<file path="config.mk">
export PLATFORM = sky130hd
export DESIGN_NAME = alu_div_seq_flat
export DESIGN_NICKNAME = d
export VERILOG_FILES = /design/src/rtl/alu_div_seq_pkg.sv /design/src/rtl/alu_div_seq_if.sv /design/src/rtl/alu_div_seq_div_step.sv /design/src/rtl/alu_div_seq.sv /design/src/flat_wrapper.sv
export SDC_FILE = /design/constraint.sdc
export NUM_CORES = 1
export LEC_CHECK = 0
export BUFFER_PORTS_ARGS = -buffer_cell sky130_fd_sc_hd__buf_2
export CAP_MARGIN = 20
export CORE_AREA = 2 2 153 155
export DETAILED_ROUTE_END_ITERATION = 6
export DIE_AREA = 0 0 155 157
export HOLD_SLACK_MARGIN = 0.06
export PLACE_DENSITY = 0.79
export SLEW_MARGIN = 10
export SYNTH_ARGS = -nofsm -noshare
export SYNTH_HDL_FRONTEND = slang
export SYNTH_SLANG_ARGS = --single-unit
</file>
<file path="constraint.sdc">
create_clock -name clock -period 3.4 [get_ports clock]
set_clock_uncertainty 0.2 [all_clocks]
set_input_delay 0.17 -clock clock [delete_from_list [all_inputs] [get_ports clock]]
set_output_delay 0.17 -clock clock [all_outputs]
set_load 0.05 [all_outputs]
</file>
<file path="src/rtl/alu_div_seq_pkg.sv">
// Shared definitions for the sequential restoring divider:
// FSM state encoding, default operand width and counter sizing.
package alu_div_seq_pkg;

  localparam int DEFAULT_DATA_WIDTH = 32;

  typedef enum logic [2:0] {
    ST_IDLE = 3'd0,
    ST_LOAD = 3'd1,
    ST_RUN  = 3'd2,
    ST_FIX  = 3'd3,
    ST_DONE = 3'd4
  } state_t;

  // Width of the iteration counter that walks 0..width-1.
  function automatic int cnt_bits(input int width);
    return (width <= 2) ? 1 : $clog2(width);
  endfunction

endpackage

</file>
<file path="src/rtl/alu_div_seq_if.sv">
// Request/result bundle between the control unit (master) and the divider (slave).
interface alu_div_seq_if
  import alu_div_seq_pkg::*;
#(
  parameter int DATA_WIDTH = DEFAULT_DATA_WIDTH
);

  logic                  start;
  logic                  signed_op;
  logic [DATA_WIDTH-1:0] dividend;
  logic [DATA_WIDTH-1:0] divisor;
  logic                  busy;
  logic                  done;
  logic [DATA_WIDTH-1:0] quotient;
  logic [DATA_WIDTH-1:0] remainder;
  logic                  div_by_zero;

  modport master (
    output start, signed_op, dividend, divisor,
    input  busy, done, quotient, remainder, div_by_zero
  );

  modport slave (
    input  start, signed_op, dividend, divisor,
    output busy, done, quotient, remainder, div_by_zero
  );

endinterface

</file>
<file path="src/rtl/alu_div_seq_div_step.sv">
// One combinational restoring-division step: shift the next dividend bit
// into the partial remainder, trial-subtract the divisor magnitude and keep
// the difference only when it does not go negative.
module alu_div_seq_div_step #(
  parameter int W = 32
) (
  input  logic [W-1:0] rem_i,
  input  logic [W-1:0] quo_i,
  input  logic [W-1:0] divisor_i,
  output logic [W-1:0] rem_o,
  output logic [W-1:0] quo_o
);

  // The shifted remainder can reach 2*divisor-1, so it needs one extra bit.
  logic [W:0] shifted;
  logic       fits;

  assign shifted = {rem_i, quo_i[W-1]};
  assign fits    = (shifted >= {1'b0, divisor_i});

  // When the divisor fits, the difference is below the divisor and thus
  // representable in W bits, so a W-bit modular subtract is exact.
  assign rem_o = fits ? (shifted[W-1:0] - divisor_i) : shifted[W-1:0];
  assign quo_o = {quo_i[W-2:0], fits};

endmodule

</file>
<file path="src/rtl/alu_div_seq.sv">
// Multi-cycle restoring integer divider. One quotient bit per RUN cycle,
// signed operands handled by dividing magnitudes and fixing signs at the end.
// Quotient goes to LO, remainder to HI; results hold until overwritten.
module alu_div_seq
  import alu_div_seq_pkg::*;
#(
  parameter int DATA_WIDTH = DEFAULT_DATA_WIDTH
) (
  input  logic           clock,
  input  logic           clear_n,
  alu_div_seq_if.slave   bus
);

  localparam int                 CNT_W    = cnt_bits(DATA_WIDTH);
  localparam logic [CNT_W-1:0]   CNT_LAST = CNT_W'(DATA_WIDTH - 1);

  state_t                  state_q, state_d;
  logic [DATA_WIDTH-1:0]   a_q, a_d;          // raw dividend captured on accept
  logic [DATA_WIDTH-1:0]   b_q, b_d;          // raw divisor captured on accept
  logic                    signed_q, signed_d;
  logic [DATA_WIDTH-1:0]   quo_q, quo_d;      // dividend magnitude shifting into quotient
  logic [DATA_WIDTH-1:0]   rem_q, rem_d;      // partial remainder
  logic [DATA_WIDTH-1:0]   bmag_q, bmag_d;    // divisor magnitude
  logic                    sq_q, sq_d;        // quotient must be negated
  logic                    sr_q, sr_d;        // remainder must be negated
  logic [CNT_W-1:0]        cnt_q, cnt_d;
  logic [DATA_WIDTH-1:0]   quotient_q, quotient_d;
  logic [DATA_WIDTH-1:0]   remainder_q, remainder_d;
  logic                    dbz_q, dbz_d;

  logic [DATA_WIDTH-1:0]   step_rem;
  logic [DATA_WIDTH-1:0]   step_quo;
  logic                    neg_a;
  logic                    neg_b;

  // Two's-complement negation; the same helper serves LOAD and FIX.
  // |MIN| comes out as 2^(W-1), which is exact in W-bit unsigned terms.
  function automatic logic [DATA_WIDTH-1:0] negate(input logic [DATA_WIDTH-1:0] x);
    return ~x + DATA_WIDTH'(1);
  endfunction

  assign neg_a = signed_q & a_q[DATA_WIDTH-1];
  assign neg_b = signed_q & b_q[DATA_WIDTH-1];

  alu_div_seq_div_step #(
    .W (DATA_WIDTH)
  ) u_step (
    .rem_i     (rem_q),
    .quo_i     (quo_q),
    .divisor_i (bmag_q),
    .rem_o     (step_rem),
    .quo_o     (step_quo)
  );

  // Next-state and datapath update for the IDLE/LOAD/RUN/FIX/DONE sequence.
  always_comb begin
    state_d     = state_q;
    a_d         = a_q;
    b_d         = b_q;
    signed_d    = signed_q;
    quo_d       = quo_q;
    rem_d       = rem_q;
    bmag_d      = bmag_q;
    sq_d        = sq_q;
    sr_d        = sr_q;
    cnt_d       = cnt_q;
    quotient_d  = quotient_q;
    remainder_d = remainder_q;
    dbz_d       = dbz_q;

    case (state_q)
      ST_IDLE: begin
        if (bus.start) begin
          a_d      = bus.dividend;
          b_d      = bus.divisor;
          signed_d = bus.signed_op;
          state_d  = ST_LOAD;
        end
      end

      ST_LOAD: begin
        quo_d  = neg_a ? negate(a_q) : a_q;
        bmag_d = neg_b ? negate(b_q) : b_q;
        rem_d  = '0;
        sq_d   = neg_a ^ neg_b;
        sr_d   = neg_a;
        cnt_d  = '0;
        if (b_q == '0) begin
          // Divide by zero skips the iteration and reports the raw dividend.
          quotient_d  = '1;
          remainder_d = a_q;
          dbz_d       = 1'b1;
          state_d     = ST_DONE;
        end else begin
          state_d = ST_RUN;
        end
      end

      ST_RUN: begin
        quo_d = step_quo;
        rem_d = step_rem;
        if (cnt_q == CNT_LAST) begin
          cnt_d   = '0;
          state_d = ST_FIX;
        end else begin
          cnt_d = cnt_q + CNT_W'(1);
        end
      end

      ST_FIX: begin
        // Truncating division: quotient sign is sa^sb, remainder follows dividend.
        quotient_d  = sq_q ? negate(quo_q) : quo_q;
        remainder_d = sr_q ? negate(rem_q) : rem_q;
        dbz_d       = 1'b0;
        state_d     = ST_DONE;
      end

      ST_DONE: begin
        state_d = ST_IDLE;
      end

      default: begin
        state_d = ST_IDLE;
      end
    endcase
  end

  // State and datapath registers with synchronous active-low clear.
  always_ff @(posedge clock) begin
    if (!clear_n) begin
      state_q     <= ST_IDLE;
      a_q         <= '0;
      b_q         <= '0;
      signed_q    <= 1'b0;
      quo_q       <= '0;
      rem_q       <= '0;
      bmag_q      <= '0;
      sq_q        <= 1'b0;
      sr_q        <= 1'b0;
      cnt_q       <= '0;
      quotient_q  <= '0;
      remainder_q <= '0;
      dbz_q       <= 1'b0;
    end else begin
      state_q     <= state_d;
      a_q         <= a_d;
      b_q         <= b_d;
      signed_q    <= signed_d;
      quo_q       <= quo_d;
      rem_q       <= rem_d;
      bmag_q      <= bmag_d;
      sq_q        <= sq_d;
      sr_q        <= sr_d;
      cnt_q       <= cnt_d;
      quotient_q  <= quotient_d;
      remainder_q <= remainder_d;
      dbz_q       <= dbz_d;
    end
  end

  // Status decodes straight from the state register, so both are glitch-free.
  assign bus.busy        = (state_q != ST_IDLE);
  assign bus.done        = (state_q == ST_DONE);
  assign bus.quotient    = quotient_q;
  assign bus.remainder   = remainder_q;
  assign bus.div_by_zero = dbz_q;

endmodule

</file>
<file path="src/flat_wrapper.sv">
// flat-port wrapper written by rule: the top's interface ports become plain ports
module alu_div_seq_flat import alu_div_seq_pkg::*;
#(
  parameter int DATA_WIDTH = DEFAULT_DATA_WIDTH
)
  (clock, clear_n, bus_start, bus_signed_op, bus_dividend, bus_divisor, bus_busy, bus_done, bus_quotient, bus_remainder, bus_div_by_zero);
  alu_div_seq_if #(.DATA_WIDTH(DATA_WIDTH)) bus_i ();
  input  logic clock;
  input  logic clear_n;
  input wire logic [$bits(bus_i.start)-1:0] bus_start;
  input wire logic [$bits(bus_i.signed_op)-1:0] bus_signed_op;
  input wire logic [$bits(bus_i.dividend)-1:0] bus_dividend;
  input wire logic [$bits(bus_i.divisor)-1:0] bus_divisor;
  output wire logic [$bits(bus_i.busy)-1:0] bus_busy;
  output wire logic [$bits(bus_i.done)-1:0] bus_done;
  output wire logic [$bits(bus_i.quotient)-1:0] bus_quotient;
  output wire logic [$bits(bus_i.remainder)-1:0] bus_remainder;
  output wire logic [$bits(bus_i.div_by_zero)-1:0] bus_div_by_zero;
  assign bus_i.start = bus_start;
  assign bus_i.signed_op = bus_signed_op;
  assign bus_i.dividend = bus_dividend;
  assign bus_i.divisor = bus_divisor;
  assign bus_busy = bus_i.busy;
  assign bus_done = bus_i.done;
  assign bus_quotient = bus_i.quotient;
  assign bus_remainder = bus_i.remainder;
  assign bus_div_by_zero = bus_i.div_by_zero;
  alu_div_seq #(.DATA_WIDTH(DATA_WIDTH)) u_core (.clock(clock), .clear_n(clear_n), .bus(bus_i));
endmodule
</file>
=== Word-level counts from Yosys, hierarchy flattened ===
Index checks and enable logic that the tools add are counted.

* $add $sub $neg: 6
* Order comparisons: 1
* Equal/unequal tests: 8
* Muxes and demuxes: 19
* Bitwise gates (word level): 7
* Reduce and logical (&&, ||, !) cells: 8

{| class="wikitable"
|+ Operators by type and width
! kind !! number
|-
| case mux 32 bit (2 select lines) || 4
|-
| two-way mux 32 bit || 7
|-
| adder 32 x 1 -> 32 bit, second input constant || 4
|-
| inverter 32 bit || 4
|-
| >= comparator 33 x 32 -> 1 bit || 1
|-
| logical NOT 32 bit || 1
|-
| subtractor 32 bit || 1
|-
| case mux 3 bit (4 select lines) || 1
|-
| case mux 5 bit (2 select lines) || 1
|-
| two-way mux 3 bit || 3
|-
| == test 3 x 2 -> 1 bit, second input constant || 2
|-
| AND reduction 2 bit || 3
|-
| adder 5 x 1 -> 5 bit, second input constant || 1
|-
| == test 5 bit, second input constant || 1
|-
| two-way mux 5 bit || 1
|-
| inequality test 2 x 1 -> 1 bit, second input constant || 2
|-
| nonzero test 2 bit || 2
|-
| == test 3 x 1 -> 1 bit, second input constant || 1
|-
| == test 3 bit, second input constant || 1
|-
| logical NOT 3 bit || 1
|-
| nonzero test 3 bit || 1
|-
| AND 1 bit || 2
|-
| inequality test 2 bit, second input constant || 1
|-
| case mux 1 bit (2 select lines) || 1
|-
| other kinds (2) || 2
|}

* Flip-flop bits (word level): 236
* Input port bits: 68
* Output and inout bits: 67
* Word-level logic and storage cells: 62

=== Longest topological paths before layout ===
* Depth in word-level cells: 4
* Mapped depth: 14
* Mapped depth without buffers: 12

=== By module ===
Synthesis repeated with hierarchy kept, for this count alone.

* Cells, all modules: 1743
* Area, all modules: 13959.6 um^2

{| class="wikitable"
|+ By module, submodules not included
! module !! instances !! cells each !! area each (um^2) !! sequential area each (um^2)
|-
| alu_div_seq || 1 || 1388 || 11388.4 || 4724.5
|-
| alu_div_seq_div_step || 1 || 355 || 2571.2 || 0.0
|}

=== Least setup slack after synthesis ===
No wires, ideal clock.

* Path kind: register to register
* Start: register u_core.rem_q[25]
* End: register u_core.rem_q[6]
* Setup time: 0.129 ns
* Arrival time: 2.666 ns
* Data required time: 3.071 ns
* Slack: 0.405 ns
* Cell stages (with the launch flop): 13
* Buffers on the path: 3
* Clock period less this slack: 2.995 ns
* Cells stage by stage: dfxtp_1 > ha_1 > a21o_1 > a21o_1 > a21o_1 > a211oi_1 > o21a_1 > clkbuf_1 > and2_1 > buf_2 > buf_2 > mux2i_1 > o21ai_0

* Cells in the longest elaborated chain, start to end: 3

{| class="wikitable"
|+ RTL lines
! element !! line !! source
|-
| start, declared || alu_div_seq.sv:22 || <nowiki>logic [DATA_WIDTH-1:0] rem_q, rem_d;</nowiki>
|-
| start signal, assigned || alu_div_seq.sv:150 || <nowiki>rem_q <= rem_d;</nowiki>
|-
| >= comparator 33 x 32 -> 1 bit || alu_div_seq_div_step.sv:19 || <nowiki>assign fits = (shifted >= {1'b0, divisor_i});</nowiki>
|-
| two-way mux 32 bit || alu_div_seq_div_step.sv:23 || <nowiki>assign rem_o = fits ? (shifted[W-1:0] - divisor_i) : shifted[W-1:0];</nowiki>
|-
| case mux 32 bit (2 select lines) || alu_div_seq.sv:71 || <nowiki>case (state_q)</nowiki>
|}

No other way between the ends.
A chain may end at the register's enable or synchronous reset.

=== Final worst setup path ===
* Start: register u_core.quo_q[10]
* End: register u_core.quotient_q[31], in the netlist u_core.bus.quotient[31]

* Cells in the longest elaborated chain, start to end: 4

{| class="wikitable"
|+ RTL lines
! element !! line !! source
|-
| start, declared || alu_div_seq.sv:21 || <nowiki>logic [DATA_WIDTH-1:0] quo_q, quo_d;</nowiki>
|-
| start signal, assigned || alu_div_seq.sv:149 || <nowiki>quo_q <= quo_d;</nowiki>
|-
| inverter 32 bit || alu_div_seq.sv:39 || <nowiki>return ~x + DATA_WIDTH'(1);</nowiki>
|-
| adder 32 x 1 -> 32 bit || alu_div_seq.sv:39 ||
|-
| two-way mux 32 bit || alu_div_seq.sv:112 || <nowiki>quotient_d = sq_q ? negate(quo_q) : quo_q;</nowiki>
|-
| case mux 32 bit (2 select lines) || alu_div_seq.sv:71 ||
|-
| end signal, assigned || alu_div_seq.sv:155 || <nowiki>quotient_q <= quotient_d;</nowiki>
|-
| end, declared || alu_div_seq.sv:27 || <nowiki>logic [DATA_WIDTH-1:0] quotient_q, quotient_d;</nowiki>
|}

No other way between the ends.

==> results.cfg <==
[status]
status = complete, no violations

[timing]
drv_slew = 0
slew_headroom = 0.347
post-route-period-util = 0.954
finalCriticalPeriod_ps = 3250
hold_violations = 0
setup_viol = 0
hold_ws_ps = 78.6
rsz0062_at_grt = no
final.setup.tns_ps = 0
max_freq_mhz = 308
worstMarginPinSlew_ps = 978
fin_ws_ps = 155

[power]
switching_share = 0.348
powerDensity_nw_per_um2 = 609
p_sw_mw = 3.40
p_total_mw = 9.78
pwr-share-comb = 0.355
p_seq_frac = 0.319
p_leak_nw = 6.95
peakVddDrop_uv = 597
clkPwrFrac = 0.326
p_int_mw = 6.38

[global_route]
grt_pass1_wl_um = 62400
met1_usage = 0.441
grt_overflow = 0
grt_use_total = 0.312
first_global_vias = 12200
met3_usage = 0.0416
grtUsageMet2 = 0.497
grt_max_degree = 78
top_usage_layer = met2
antenna_found_initial = 0

[clock_network]
root_buffer = clkbuf_16
clk_pin_slew_ps = 60
h-tree-depth = 1
clockBufferDepth = 3
cts_inserted_buffers = 26
post_cts_buffers = 0
cts_tree = done
cts_num_sinks = 236
ctsHoldBuffers = 66
cts_resized = 0
clk_latency_ps = 540

[layout]
seq_area_um2 = 4720
multi_input_area_um2 = 8100
insertedDiodeCount = 0
fin_util = 0.714
final_cells = 2176
syn_to_final_growth_pct = 19.4
nFillCells = 1763
finalInstanceArea_um2 = 16100
drive_above_1_share = 0.132
final_nets = 1978

[floorplanning]
die_w_um = 155
core_region_area_um2 = 22500
start_util = 0.598
io_pins = 135
die_h_um = 157
die-area_um2 = 24300
num_rows = 55

[min_path]
hp-class = input pin to register

[routing]
drc = 0
routed_wl_um = 38500
vias = 13200
wl_per_cell_um = 17.7
drtAntennaViolNets = 0
drtPass1Iterations = 5
drt_first_iter_violations = 1280
via_per_inst = 6.07

[setup_path]
cp_slowest_cell = or4_4
cp.arrival_ps = 3420
slowest_delay_ps = 580
worstPathCellList = or4_4, or4_4, or3_4, or4_4, o21ai_2, xnor2_1, a21oi_1
cp-start-kind = register
path_max_fanout = 7
crit_buf_inv = 0
worstSetupPathType = register to register
path_common_cell = or4_4
setup.worst_path.end_class = register
critPathTopFamily = simple AND/OR/NAND/NOR gates
worstPathRequired_ps = 3570

[placed_design]
gp_congestion = 0.907
dp.cells = 2062
dpl_worst_slack_ps = 236
portBuffers = 134
hpwlAfterDp_um = 26100
placed_area_um2 = 14400

[synth]
synth_xor_xnor_area_share = 0.0918
synth_top_area_frac = 0.351
synthCells = 1718
ys_async_sr_fraction = 0
yosysTopAreaCell = dfxtp_1
synthMuxAreaShare = 0.0171
synth_fp_nets = 1825
synthAdderAreaFrac = 0.0368
yosysWarnings = 0
synth_area_um2 = 13500
synth-edff-count = 0
postSynthAreaPerCell_um2 = 7.83
synth_seq_cells = 236
synth_top_family_by_area = compound AO/OA/AOI/OAI gates
synth_compound_gate_area_share = 0.253
synth_seq_area_share = 0.351
synth_cell_type_count = 62
synth.area.top_cells = dfxtp_1 (35%), nand2_1 (8.9%), xnor2_1 (5.9%), o21ai_0 (5.4%), a21boi_0 (4.2%)
synth-main-ff-cell = dfxtp_1
synthSimpleGateAreaFrac = 0.201

[flow_run]
cap_violations = 0
area by class of cell:
class / count / share of cell area
multi-input combinational: 1309 / 0.504
tap: 285 / 0.0222
clock buffer: 29 / 0.0424
sequential: 236 / 0.294
clock inverter: 19 / 0.0183
inverter: 51 / 0.0119
timing repair buffer: 247 / 0.107
flip-flops by register name (all words and copies together), names as in the netlist:
register / count
u_core.signed_q: 1
u_core.b_q: 32
u_core.state_q: 3
u_core.rem_q: 32
u_core.quo_q: 32
u_core.bus.remainder: 32
u_core.bus.div_by_zero: 1
u_core.sr_q: 1
u_core.a_q: 32
u_core.bus.quotient: 32
u_core.sq_q: 1
u_core.cnt_q: 5
u_core.bmag_q: 32
final timing paths:
path | slack, ps | depth (start not counted) | endpoint | start
worst max-delay path | 150 | 7 | u_core.bus.quotient[31]$_SDFFE_PN0P_ | u_core.quo_q[10]$_SDFFE_PN0P_
worst min-delay path | 80 | 4 | u_core.bus.remainder[6]$_SDFFE_PN0P_ | clear_n
worst max register to register | 150 | 7 | u_core.bus.quotient[31]$_SDFFE_PN0P_ | u_core.quo_q[10]$_SDFFE_PN0P_
worst min register to register | 280 | 2 | u_core.bus.remainder[20]$_SDFFE_PN0P_ | u_core.bus.remainder[20]$_SDFFE_PN0P_
cell usage after synthesis, drive strengths merged, types with 23 or more instances:
library cell    n
nand2         320
nor2           69
dfxtp         236
a22oi          31
xor2           50
clkbuf        108
and2           45
o31ai          36
a21boi         75
xnor2          91
a31oi          41
inv            51
o21ai         146
mux2i          23
nor3           38
a21oi          85
ha             38
worst min-delay path, stage by stage:
cell and delay (ps):
buf_4 140, buf_4 300, nand2_1 120, a31oi_1 40
metal layers:
| layer | share of wire | wire [µm] | vias to the layer above |
|---|---|---|---|
| met4 | 0.029 | 1130 | 0 |
| met5 | 0 | 0 | - |
| met2 | 0.45 | 17300 | 548 |
| met1 | 0.45 | 17200 | 6199 |
| met3 | 0.076 | 2910 | 87 |
| li1 | - | - | 6368 |
cells in the final DEF, fill, tap and decap left out, drive strengths merged, types with 38 or more instances in the layout:
master / instances
a21boi: 75
a21oi: 85
a31oi: 41
and2: 45
buf: 181
dfxtp: 236
dlygate4sd3: 66
ha: 38
inv: 51
nand2: 320
nor2: 69
nor3: 38
o21ai: 146
xnor2: 91
xor2: 50
power groups by stage:
stage	clock network (mW)	logic (mW)	registers, mW
6_report	3.19	3.47	3.12
5_1_grt	3.33	3.80	3.14
4_1_cts	3.21	3.41	3.12
3_5_place_dp	0	3.33	3.18
3_3_place_gp	0	3.30	3.17
2_1_floorplan	0	2.45	3.20
cell families after synthesis:
group,Yosys count
AO/OA/AOI/OAI,519
XOR/XNOR,141
adder cells (fa/ha/maj),39
buffers and inverters,173
flip-flops,236
multiplexers,23
AND/OR/NAND/NOR,587
Note: power is estimated with default switching activity, not from simulation.
